### config.mk
export PLATFORM = sky130hd
export DESIGN_NAME = shift_arbiter
export DESIGN_NICKNAME = d
export VERILOG_FILES = /design/src/rtl/shift_arbiter.sv
export SDC_FILE = /design/constraint.sdc
export NUM_CORES = 1
export LEC_CHECK = 0
export ABC_AREA = 1
export BUFFER_PORTS_ARGS = -buffer_cell sky130_fd_sc_hd__clkbuf_2
export CORE_MARGIN = 5
export CORE_UTILIZATION = 57
export CTS_BUF_LIST = sky130_fd_sc_hd__clkbuf_16
export DETAILED_ROUTE_END_ITERATION = 10
export PLACE_DENSITY_LB_ADDON = 0.15
export SYNTH_ARGS = -nofsm -noshare
export SYNTH_HDL_FRONTEND = slang
export SYNTH_SLANG_ARGS = --single-unit
### constraint.sdc
create_clock -name clk -period 4 [get_ports clk]
set_input_delay 0.4 -clock clk [delete_from_list [all_inputs] [get_ports clk]]
set_output_delay 0.4 -clock clk [all_outputs]
set_load 0.05 [all_outputs]
### src/rtl/shift_arbiter.sv
//------------------------------------------------------------------------------
// Module      : shift_arbiter (with local helper module: shift)
// Description : Round-robin arbiter that shares a single combinational barrel
//               shifter between NUM_REQ requesters. Each requester offers
//               an operand, a shift amount and a direction under a
//               valid/ready handshake. The winner's operands are registered.
//               The shift result is returned on one response channel, tagged
//               with the requester index and held stable under backpressure.
//
// Ports       : clk        - clock, all logic on rising edge
//               rst_n      - synchronous active-low reset
//               req_valid  - [NUM_REQ]             per-requester valid
//               req_ready  - [NUM_REQ]             per-requester accept (one-hot or 0)
//               req_i_1    - [NUM_REQ*WIDTH]       packed operands, req k at [k*WIDTH +: WIDTH]
//               req_shamt  - [NUM_REQ*SHAMT_WIDTH] packed shift amounts
//               req_shope  - [NUM_REQ]             1 = shift left logical, 0 = shift right logical
//               rsp_valid  - response valid
//               rsp_ready  - response consumer ready
//               rsp_id     - [ID_WIDTH] index of the requester owning the response
//               rsp_o      - [WIDTH]    shift result
//
// Config      : SHIFT_ARB_PIPE_EN - when defined, the arbiter also grants in
//               the cycle a response is consumed, so back-to-back results
//               come out at one per cycle. Undefined: one result per two
//               cycles, req_ready never high while a response is pending.
//
// Revision    : 1.0 - initial release
//------------------------------------------------------------------------------
`default_nettype none

//------------------------------------------------------------------------------
// shift : combinational logical shifter, left when shope=1, right otherwise.
// Bits shifted past the MSB are dropped; right shifts zero-fill.
//------------------------------------------------------------------------------
module shift #(
  parameter int WIDTH       = 32,
  parameter int SHAMT_WIDTH = $clog2(WIDTH)
) (
  input  logic [WIDTH-1:0]       i_1,
  input  logic [SHAMT_WIDTH-1:0] shamt,
  input  logic                   shope,
  output logic [WIDTH-1:0]       o
);

  assign o = shope ? (i_1 << shamt) : (i_1 >> shamt);

endmodule

//------------------------------------------------------------------------------
// shift_arbiter : top level
//------------------------------------------------------------------------------
module shift_arbiter #(
  parameter int WIDTH       = 32,
  parameter int SHAMT_WIDTH = $clog2(WIDTH),
  parameter int NUM_REQ     = 4,
  parameter int ID_WIDTH    = $clog2(NUM_REQ)
) (
  input  logic                           clk,
  input  logic                           rst_n,
  input  logic [NUM_REQ-1:0]             req_valid,
  output logic [NUM_REQ-1:0]             req_ready,
  input  logic [NUM_REQ*WIDTH-1:0]       req_i_1,
  input  logic [NUM_REQ*SHAMT_WIDTH-1:0] req_shamt,
  input  logic [NUM_REQ-1:0]             req_shope,
  output logic                           rsp_valid,
  input  logic                           rsp_ready,
  output logic [ID_WIDTH-1:0]            rsp_id,
  output logic [WIDTH-1:0]               rsp_o
);

  //----------------------------------------------------------------------------
  // Types and constants
  //----------------------------------------------------------------------------
  typedef enum logic [0:0] {
    ST_IDLE = 1'b0,
    ST_RESP = 1'b1
  } state_t;

  localparam logic [NUM_REQ-1:0] c_ONEHOT_BASE = {{(NUM_REQ-1){1'b0}}, 1'b1};

  // (base + ofs) mod NUM_REQ for ofs in [0, NUM_REQ); a single conditional
  // subtract suffices, which keeps this valid for non-power-of-two NUM_REQ.
  function automatic logic [ID_WIDTH-1:0] f_wrap_add(
    input logic [ID_WIDTH-1:0] base,
    input int                  ofs
  );
    int s;
    s = int'(base) + ofs;
    if (s >= NUM_REQ) begin
      s = s - NUM_REQ;
    end
    return s[ID_WIDTH-1:0];
  endfunction

  //----------------------------------------------------------------------------
  // Registers
  //----------------------------------------------------------------------------
  state_t                   r_state;
  logic [ID_WIDTH-1:0]      r_rr_ptr;
  logic [WIDTH-1:0]         r_op_i_1;
  logic [SHAMT_WIDTH-1:0]   r_op_shamt;
  logic                     r_op_shope;
  logic [ID_WIDTH-1:0]      r_rsp_id;

  //----------------------------------------------------------------------------
  // Combinational signals
  //----------------------------------------------------------------------------
  state_t                   w_state_nxt;
  logic                     w_arb_en;       // arbitration allowed this cycle
  logic                     w_grant_found;  // some requester is valid
  logic [ID_WIDTH-1:0]      w_grant_idx;    // round-robin winner
  logic                     w_take;         // handshake completes at next edge
  logic [WIDTH-1:0]         w_req_i_1   [NUM_REQ];
  logic [SHAMT_WIDTH-1:0]   w_req_shamt [NUM_REQ];
  logic [WIDTH-1:0]         w_shift_o;

  //----------------------------------------------------------------------------
  // Unpack the flat request buses into per-requester arrays
  //----------------------------------------------------------------------------
  generate
    for (genvar k = 0; k < NUM_REQ; k++) begin : g_unpack
      assign w_req_i_1[k]   = req_i_1[k*WIDTH +: WIDTH];
      assign w_req_shamt[k] = req_shamt[k*SHAMT_WIDTH +: SHAMT_WIDTH];
    end
  endgenerate

  //----------------------------------------------------------------------------
  // Arbitration window. In the pipelined build a consumed response frees the
  // operand registers at the same edge, so a new grant can land there.
  //----------------------------------------------------------------------------
`ifdef SHIFT_ARB_PIPE_EN
  assign w_arb_en = (r_state == ST_IDLE) || ((r_state == ST_RESP) && rsp_ready);
`else
  assign w_arb_en = (r_state == ST_IDLE);
`endif

  //----------------------------------------------------------------------------
  // Round-robin search starting at r_rr_ptr; the first valid requester wins.
  //----------------------------------------------------------------------------
  always_comb begin
    w_grant_found = 1'b0;
    w_grant_idx   = '0;
    for (int i = 0; i < NUM_REQ; i++) begin
      if (!w_grant_found && req_valid[f_wrap_add(r_rr_ptr, i)]) begin
        w_grant_found = 1'b1;
        w_grant_idx   = f_wrap_add(r_rr_ptr, i);
      end
    end
  end

  // rst_n gating keeps handshakes from completing while reset is applied,
  // including the first cycle before the state register has been cleared.
  assign w_take = rst_n && w_arb_en && w_grant_found;

  assign req_ready = w_take ? (c_ONEHOT_BASE << w_grant_idx) : '0;

  //----------------------------------------------------------------------------
  // FSM: state register
  //----------------------------------------------------------------------------
  always_ff @(posedge clk) begin
    if (!rst_n) begin
      r_state <= ST_IDLE;
    end else begin
      r_state <= w_state_nxt;
    end
  end

  //----------------------------------------------------------------------------
  // FSM: next-state logic
  //----------------------------------------------------------------------------
  always_comb begin
    w_state_nxt = r_state;
    case (r_state)
      ST_IDLE: begin
        if (w_take) begin
          w_state_nxt = ST_RESP;
        end
      end
      ST_RESP: begin
        if (rsp_ready) begin
`ifdef SHIFT_ARB_PIPE_EN
          // Back-to-back: stay in RESP when a new operand set is captured.
          w_state_nxt = w_take ? ST_RESP : ST_IDLE;
`else
          w_state_nxt = ST_IDLE;
`endif
        end
      end
      default: begin
        w_state_nxt = ST_IDLE;
      end
    endcase
  end

  //----------------------------------------------------------------------------
  // Operand capture and round-robin pointer update
  //----------------------------------------------------------------------------
  always_ff @(posedge clk) begin
    if (!rst_n) begin
      r_rr_ptr   <= '0;
      r_op_i_1   <= '0;
      r_op_shamt <= '0;
      r_op_shope <= 1'b0;
      r_rsp_id   <= '0;
    end else if (w_take) begin
      r_op_i_1   <= w_req_i_1[w_grant_idx];
      r_op_shamt <= w_req_shamt[w_grant_idx];
      r_op_shope <= req_shope[w_grant_idx];
      r_rsp_id   <= w_grant_idx;
      // The winner moves to lowest priority for the next round.
      r_rr_ptr   <= f_wrap_add(w_grant_idx, 1);
    end
  end

  //----------------------------------------------------------------------------
  // Shared shifter, fed only from registers so the result is stable while
  // the response is held.
  //----------------------------------------------------------------------------
  shift #(
    .WIDTH       (WIDTH),
    .SHAMT_WIDTH (SHAMT_WIDTH)
  ) u_shift (
    .i_1   (r_op_i_1),
    .shamt (r_op_shamt),
    .shope (r_op_shope),
    .o     (w_shift_o)
  );

  //----------------------------------------------------------------------------
  // Response channel
  //----------------------------------------------------------------------------
  assign rsp_valid = rst_n && (r_state == ST_RESP);
  assign rsp_id    = r_rsp_id;
  assign rsp_o     = w_shift_o;

endmodule

`default_nettype wire

==> results.py, run 1 <==
metrics = {
    "status": {
        "status": "complete, no violations",
    },
    "drt": {
        "m1WireLength_mm": 8.653,
        "top_layer_used": "met4",
        "vias": 8289,
        "viasPerCell": 5.740,
        "drt-pass1-iter-count": 6,
        "route.met3.wl_mm": 1.931,
        "drc": 0,
        "wire_per_inst_um": 14.78,
        "met2RoutedLength_mm": 10.04,
        "drt_iter0_drc": 1119,
        "ant_nets": 0,
        "finalWirelength_mm": 21.35,
    },
    "floorplanning": {
        "io_pins": 198,
        "core_area_mm2": 0.01042,
        "fp.dieW_um": 113.6,
        "die_h_um": 113.6,
        "die_area_mm2": 0.01291,
        "start_util_pct": 58.74,
        "row_count": 37,
    },
    "synthesis": {
        "yosysTopAreaCell": "nand2_1",
        "synth_mux_area_share_pct": 1.963,
        "synth-compound-area-share_pct": 22.27,
        "yosysWarnings": 0,
        "syn_inst": 1180,
        "ys_ff_latch": 43,
        "synth.cell_area_mm2": 0.006118,
        "avgSynthCellArea_um2": 5.185,
        "seq_area_frac_synth_pct": 14.07,
        "synth_cell_types": 34,
        "synthSimpleGateAreaFrac_pct": 49.51,
        "synth-xor-area-share_pct": 0,
        "synth.area.top_cells": "nand2_1, dfxtp_1, o21ai_0",
        "synth_fp_nets": 1339,
        "synth_top_family_by_area": "simple AND/OR/NAND/NOR gates",
        "synthAdderAreaFrac_pct": 0,
        "synth_top_area_share_pct": 24.79,
    },
    "job": {
        "maxCapViolations": 0,
    },
    "worst_hold_path": {
        "worstHoldStart": "rsp_ready",
        "hold_depth": 2,
        "min_path_type": "input pin to flop",
        "hold_end": "r_state",
    },
    "cts": {
        "root_buffer": "clkbuf_16",
        "clk_pin_slew_worst_paths_ns": 0.08,
        "hold_buffers": 0,
        "insertion_delay_ns": 0.30,
        "cts_buffers": 5,
        "cts.sinks": 43,
        "clk_path_buf_depth": 2,
        "cts_resized": 0,
        "h-tree-depth": 2,
        "post_cts_buffers": 0,
        "cts_tree": "built",
    },
    "placement": {
        "dp_hpwl_mm": 16.70,
        "routabilityCongestion": 0.9946,
        "numPortBuffers": 197,
    },
    "global_routing": {
        "grt.overflow.total": 0,
        "grt_pass1_vias": 7514,
        "track_usage_pct": 32.20,
        "grt_max_degree": 63,
        "antenna_found_initial": 0,
        "grt_pass1_wl_mm": 34.99,
    },
    "worst_setup_path": {
        "rr_endpoint": "r_op_i_1[3]",
        "critPathLaunchType": "flop",
        "r2r_setup_slack_ns": 1.09,
        "rr_worst_depth": 12,
        "crit_required_ns": 3.60,
        "crit-reg2reg-launch": "r_rr_ptr[0]",
        "critical_path_arrival_ns": 2.77,
        "crit_fanout": 32,
        "path_class": "flop to output port",
        "end_kind": "output port",
    },
    "sta": {
        "period_minus_slack_ns": 3.168,
        "fin_tns_setup_ns": 0,
        "worstMarginPinSlew_ns": 0.9625,
        "finalHoldViolCount": 0,
        "fin_crit_sh_pct": 79.21,
        "finalClockSkew_ns": 0.01304,
        "fmax_ghz": 0.3156,
        "rsz0062_at_grt": "no",
        "slew_headroom_pct": 35.76,
        "maxSlewViolCount": 0,
        "final-setup-viol-count": 0,
    },
    "final_layout": {
        "drive_gt1_share_pct": 18.58,
        "layout_commonest_cell": "nand2_1",
        "layout_common_cells": "nand2_1, clkbuf_2, o21ai_0, nand3_1, nor2_1",
        "nNetsFinal": 1466,
        "final_core_util_pct": 71.47,
        "n_antenna_cell": 0,
        "nFillCells": 1034,
        "area_growth_syn_to_layout_pct": 21.68,
    },
}
worst max-delay path by stage:
stage	from	endpoint	cells after the start
2_1_floorplan	r_op_shamt[0]	rsp_o[21]	9
3_3_place_gp	r_rr_ptr[0]	r_op_i_1[3]	12
3_5_place_dp	r_rr_ptr[0]	r_op_i_1[3]	12
4_1_cts	r_op_shamt[0]	rsp_o[24]	10
5_1_grt	r_op_shamt[0]	rsp_o[24]	10
6_report	r_op_shamt[0]	rsp_o[23]	9
cell families after synthesis:
| logic type | Yosys count |
|---|---|
| AO/OA/AOI/OAI | 247 |
| buffers and inverters | 180 |
| flip-flops | 43 |
| multiplexers | 12 |
| AND/OR/NAND/NOR | 698 |
worst max-delay path: stages, from the launching register on:
cell and delay, ns:
dfxtp_1 0.31, inv_1 0.69, a21oi_1 0.17, nand2_1 0.10, o21ai_0 0.10, o21ai_0 0.45, and2_1 0.23, nand2_1 0.05
o211ai_1 0.17, buf_12 0.18
cells in the mapped netlist, drive strengths merged:
master and number:
a21boi 1, a21oi 25, a31oi 2, and2 6, buf 42, clkbuf 55, clkinv 2, dfxtp 43
inv 81, mux2i 12, nand2 408, nand3 142, nand4 51, nor2 85, nor3 1, nor4 1
o211ai 41, o21a 3, o21ai 171, o21bai 2, o221ai 1, o31ai 1, or2 4
sequential cells by signal, indices dropped and copies added, names as in the netlist:
register / flops
r_op_shamt: 5
r_op_shope: 1
r_rr_ptr: 2
r_op_i_1: 32
rsp_id: 2
r_state: 1
routing by layer:
layer,GRT usage [%],up-vias
met3,4.987,69
met5,0,-
li1,-,4193
met2,54.61,440
met1,41.60,3587
met4,10.82,0
through the flow:
stage          area (um2)  setup WS, ns  cells  hold slack, ns
3_3_place_gp         7293         1.141   1436          0.4554
6_report             7445        0.8315   1444          0.3064
4_1_cts              7445        0.8581   1444          0.3084
2_1_floorplan        6118         1.341   1180          0.4607
3_5_place_dp         7293         1.124   1436          0.4689
5_1_grt              7445        0.5302   1444          0.3341
final cells by class:
cell class              instances  area [um2]  area share [%]
clock buffers                   5       125.1           1.681
multi-input cells             957        4512           60.61
well taps                     136       170.2           2.286
clock inverters                 3       26.28          0.3529
inverters                      83       314.1           4.218
flip-flops and latches         43       860.8           11.56
repair buffers                217        1436           19.29
Power of run 1 is not shown: default switching activity piles up to over one toggle a cycle in this logic, so the estimate is an artifact.
==> inputs of run 2 (changes only) <==
--- a/config.mk
+++ b/config.mk
@@ -8,7 +8,7 @@
 export ABC_AREA = 1
 export BUFFER_PORTS_ARGS = -buffer_cell sky130_fd_sc_hd__clkbuf_2
 export CORE_MARGIN = 5
-export CORE_UTILIZATION = 57
+export CORE_UTILIZATION = 48
 export CTS_BUF_LIST = sky130_fd_sc_hd__clkbuf_16
 export DETAILED_ROUTE_END_ITERATION = 10
 export PLACE_DENSITY_LB_ADDON = 0.15
==> constraint.sdc (replaced) <==
create_clock -name clk -period 2.75 [get_ports clk]
set_input_delay 0.275 -clock clk [delete_from_list [all_inputs] [get_ports clk]]
set_output_delay 0.275 -clock clk [all_outputs]
set_load 0.05 [all_outputs]
==> run 2 against run 1 <==
  * Non-clock buffer count up 10
  * Worst hold slack got worse by 0.14 ns
  * Critical path depth is 2 higher
  * Clock skew fell by 0.0066 ns
  * Register-to-register slack got worse by 0.60 ns
  * Sequential share of layout area is 0.36 points lower
  * Design area is 3.8% higher
  * First-iteration DRC count down 27%
  * Clock-buffer cell count is the same
  * Critical path type unchanged
==> results.py, run 2 (same netlist as run 1, synthesis figures left out) <==
metrics = {
    "drt": {
        "drc": 0,
        "drt-pass1-iter-count": 6,
        "vias": 8302,
        "wire_per_inst_um": 15.07,
        "viasPerCell": 5.572,
        "ant_nets": 0,
        "finalWirelength_mm": 22.45,
        "drt_iter0_drc": 819,
    },
    "cts": {
        "clk_pin_slew_worst_paths_ns": 0.06,
        "cts_buffers": 5,
        "h-tree-depth": 2,
        "clk_path_buf_depth": 2,
        "cts_tree": "built",
        "root_buffer": "clkbuf_16",
        "cts.sinks": 43,
        "hold_buffers": 0,
        "insertion_delay_ns": 0.29,
    },
    "floorplanning": {
        "fp.dieW_um": 122.9,
        "io_pins": 198,
        "die_h_um": 122.9,
        "die_area_mm2": 0.01510,
        "row_count": 41,
        "core_area_mm2": 0.01257,
        "start_util_pct": 48.68,
    },
    "global_routing": {
        "grt_pass1_vias": 7649,
        "grt.overflow.total": 0,
        "grt_pass1_wl_mm": 36.14,
        "track_usage_pct": 29.37,
        "antenna_found_initial": 0,
        "grt_max_degree": 63,
    },
    "sta": {
        "slew_headroom_pct": 62.37,
        "finalHoldViolCount": 0,
        "fin_crit_sh_pct": 94.35,
        "period_minus_slack_ns": 2.595,
        "fmax_ghz": 0.3854,
        "rsz0062_at_grt": "yes",
        "worstMarginPinSlew_ns": 0.5638,
        "final-setup-viol-count": 0,
        "maxSlewViolCount": 0,
        "finalClockSkew_ns": 0.006419,
    },
    "final_layout": {
        "n_antenna_cell": 0,
        "nFillCells": 1328,
        "biggestRegsByFlops": "r_op_i_1 x32, r_op_shamt x5",
        "layout_commonest_cell": "nand2_1",
        "instances_no_fill": 1490,
        "drive_gt1_share_pct": 19.58,
        "area_growth_syn_to_layout_pct": 26.28,
        "layout_common_cells": "nand2_1, clkbuf_2, o21ai_0, nand3_1, nor2_1",
        "regMostFlops": "r_op_i_1",
        "largest_reg_flops": 32,
        "nNetsFinal": 1476,
    },
    "worst_setup_path": {
        "critPathLaunchType": "flop",
        "cp_cell_sequence": "buf_12 -> inv_1 -> buf_6 -> nand2_1 -> nand2_1 -> o21ai_0 -> o21ai_1 -> and2_1 -> nand2_1 -> o211ai_1 -> buf_12",
        "path_class": "flop to output port",
        "crit_fanout": 20,
        "critPathTopFamily": "compound AO/OA/AOI/OAI gates",
        "critPathMostFrequentCell": "nand2_1",
        "end_kind": "output port",
        "crit_slowest_cell": "dfxtp_4",
        "max_stage_delay_ns": 0.38,
        "path_buf_inv": 4,
        "critical_path_arrival_ns": 2.32,
        "crit_required_ns": 2.48,
    },
    "placement": {
        "dp_hpwl_mm": 17.62,
        "place_inst": 1481,
        "numPortBuffers": 197,
        "routabilityCongestion": 0.9463,
    },
    "job": {
        "maxCapViolations": 0,
    },
    "worst_hold_path": {
        "min_path_type": "input pin to flop",
    },
    "status": {
        "status": "complete, no violations",
    },
}
[run 2: changes by cell type in the layout (fill, tap and decap cells not counted), sizes merged]
cell,before,now
buf,40,54
bufinv,0,2
clkbuf,182,178
clkinv,3,2
clkinvlp,0,1
inv,83,81
[run 2: final timing paths]
check	startpoint	endpoint	slack [ns]	depth (start not counted)
setup reg to reg	r_rr_ptr[1]	r_op_i_1[21]	0.49	13
hold reg to reg	rsp_id[1]	rsp_id[1]	0.47	2
setup / recovery	r_op_shamt[0]	rsp_o[6]	0.16	11
hold / removal	rsp_ready	r_state	0.17	2
[run 2: what timing repair did]
action / in CTS / in global routing
gates resized for setup: 1 / 32
setup buffers: 0 / 0
setup endpoints to repair: 1 / 30
pin swaps: 0 / 2
cloned: 0 / 1
[run 2: per-layer routing]
metal	part of all wire [%]	global-route usage, %	vias up	wire length, um
li1	-	-	4206	-
met1	42	37.84	3673	9503
met2	48	50.53	360	10710
met3	7.0	3.705	63	1561
met4	3.0	10.15	0	674
met5	0	0	-	0
[run 2: worst register-to-register path: stages (launching register included)]
cell and delay (ns):
dfxtp_1 0.44, inv_2 0.09, nand2_1 0.08, nand2_2 0.08
nor2_1 0.15, nor2_1 0.09, nand3_4 0.23, nand2_4 0.10
buf_4 0.23, nor2_4 0.12, buf_4 0.27, nand3_1 0.15
nand2_1 0.09, nor2_1 0.04
[run 2: final cells by class]
cell class	instances	area (um2)	share of cell area [%]
inverters	83	316.6	4.097
clock inverters	3	67.56	0.8745
repair buffers	227	1610	20.84
multi-input cells	957	4526	58.57
clock buffers	5	125.1	1.619
well taps	172	215.2	2.785
flip-flops and latches	43	865.8	11.21
[run 2: through the flow]
stage	hold slack, ns	util [%]	worst slack, ns	instance area [um2]	TNS [ns]
after detailed placement	0.4589	59.52	0.3138	7481	0
after global placement	0.4525	59.52	0.3875	7481	0
after global routing	0.2173	61.47	-0.01797	7726	-0.05362
after floorplan	0.3862	-	0.2164	6118	0
final	0.1713	61.47	0.1555	7726	0
after CTS	0.1683	61.07	0.03452	7675	0
Power of run 2 is left out for the same reason.
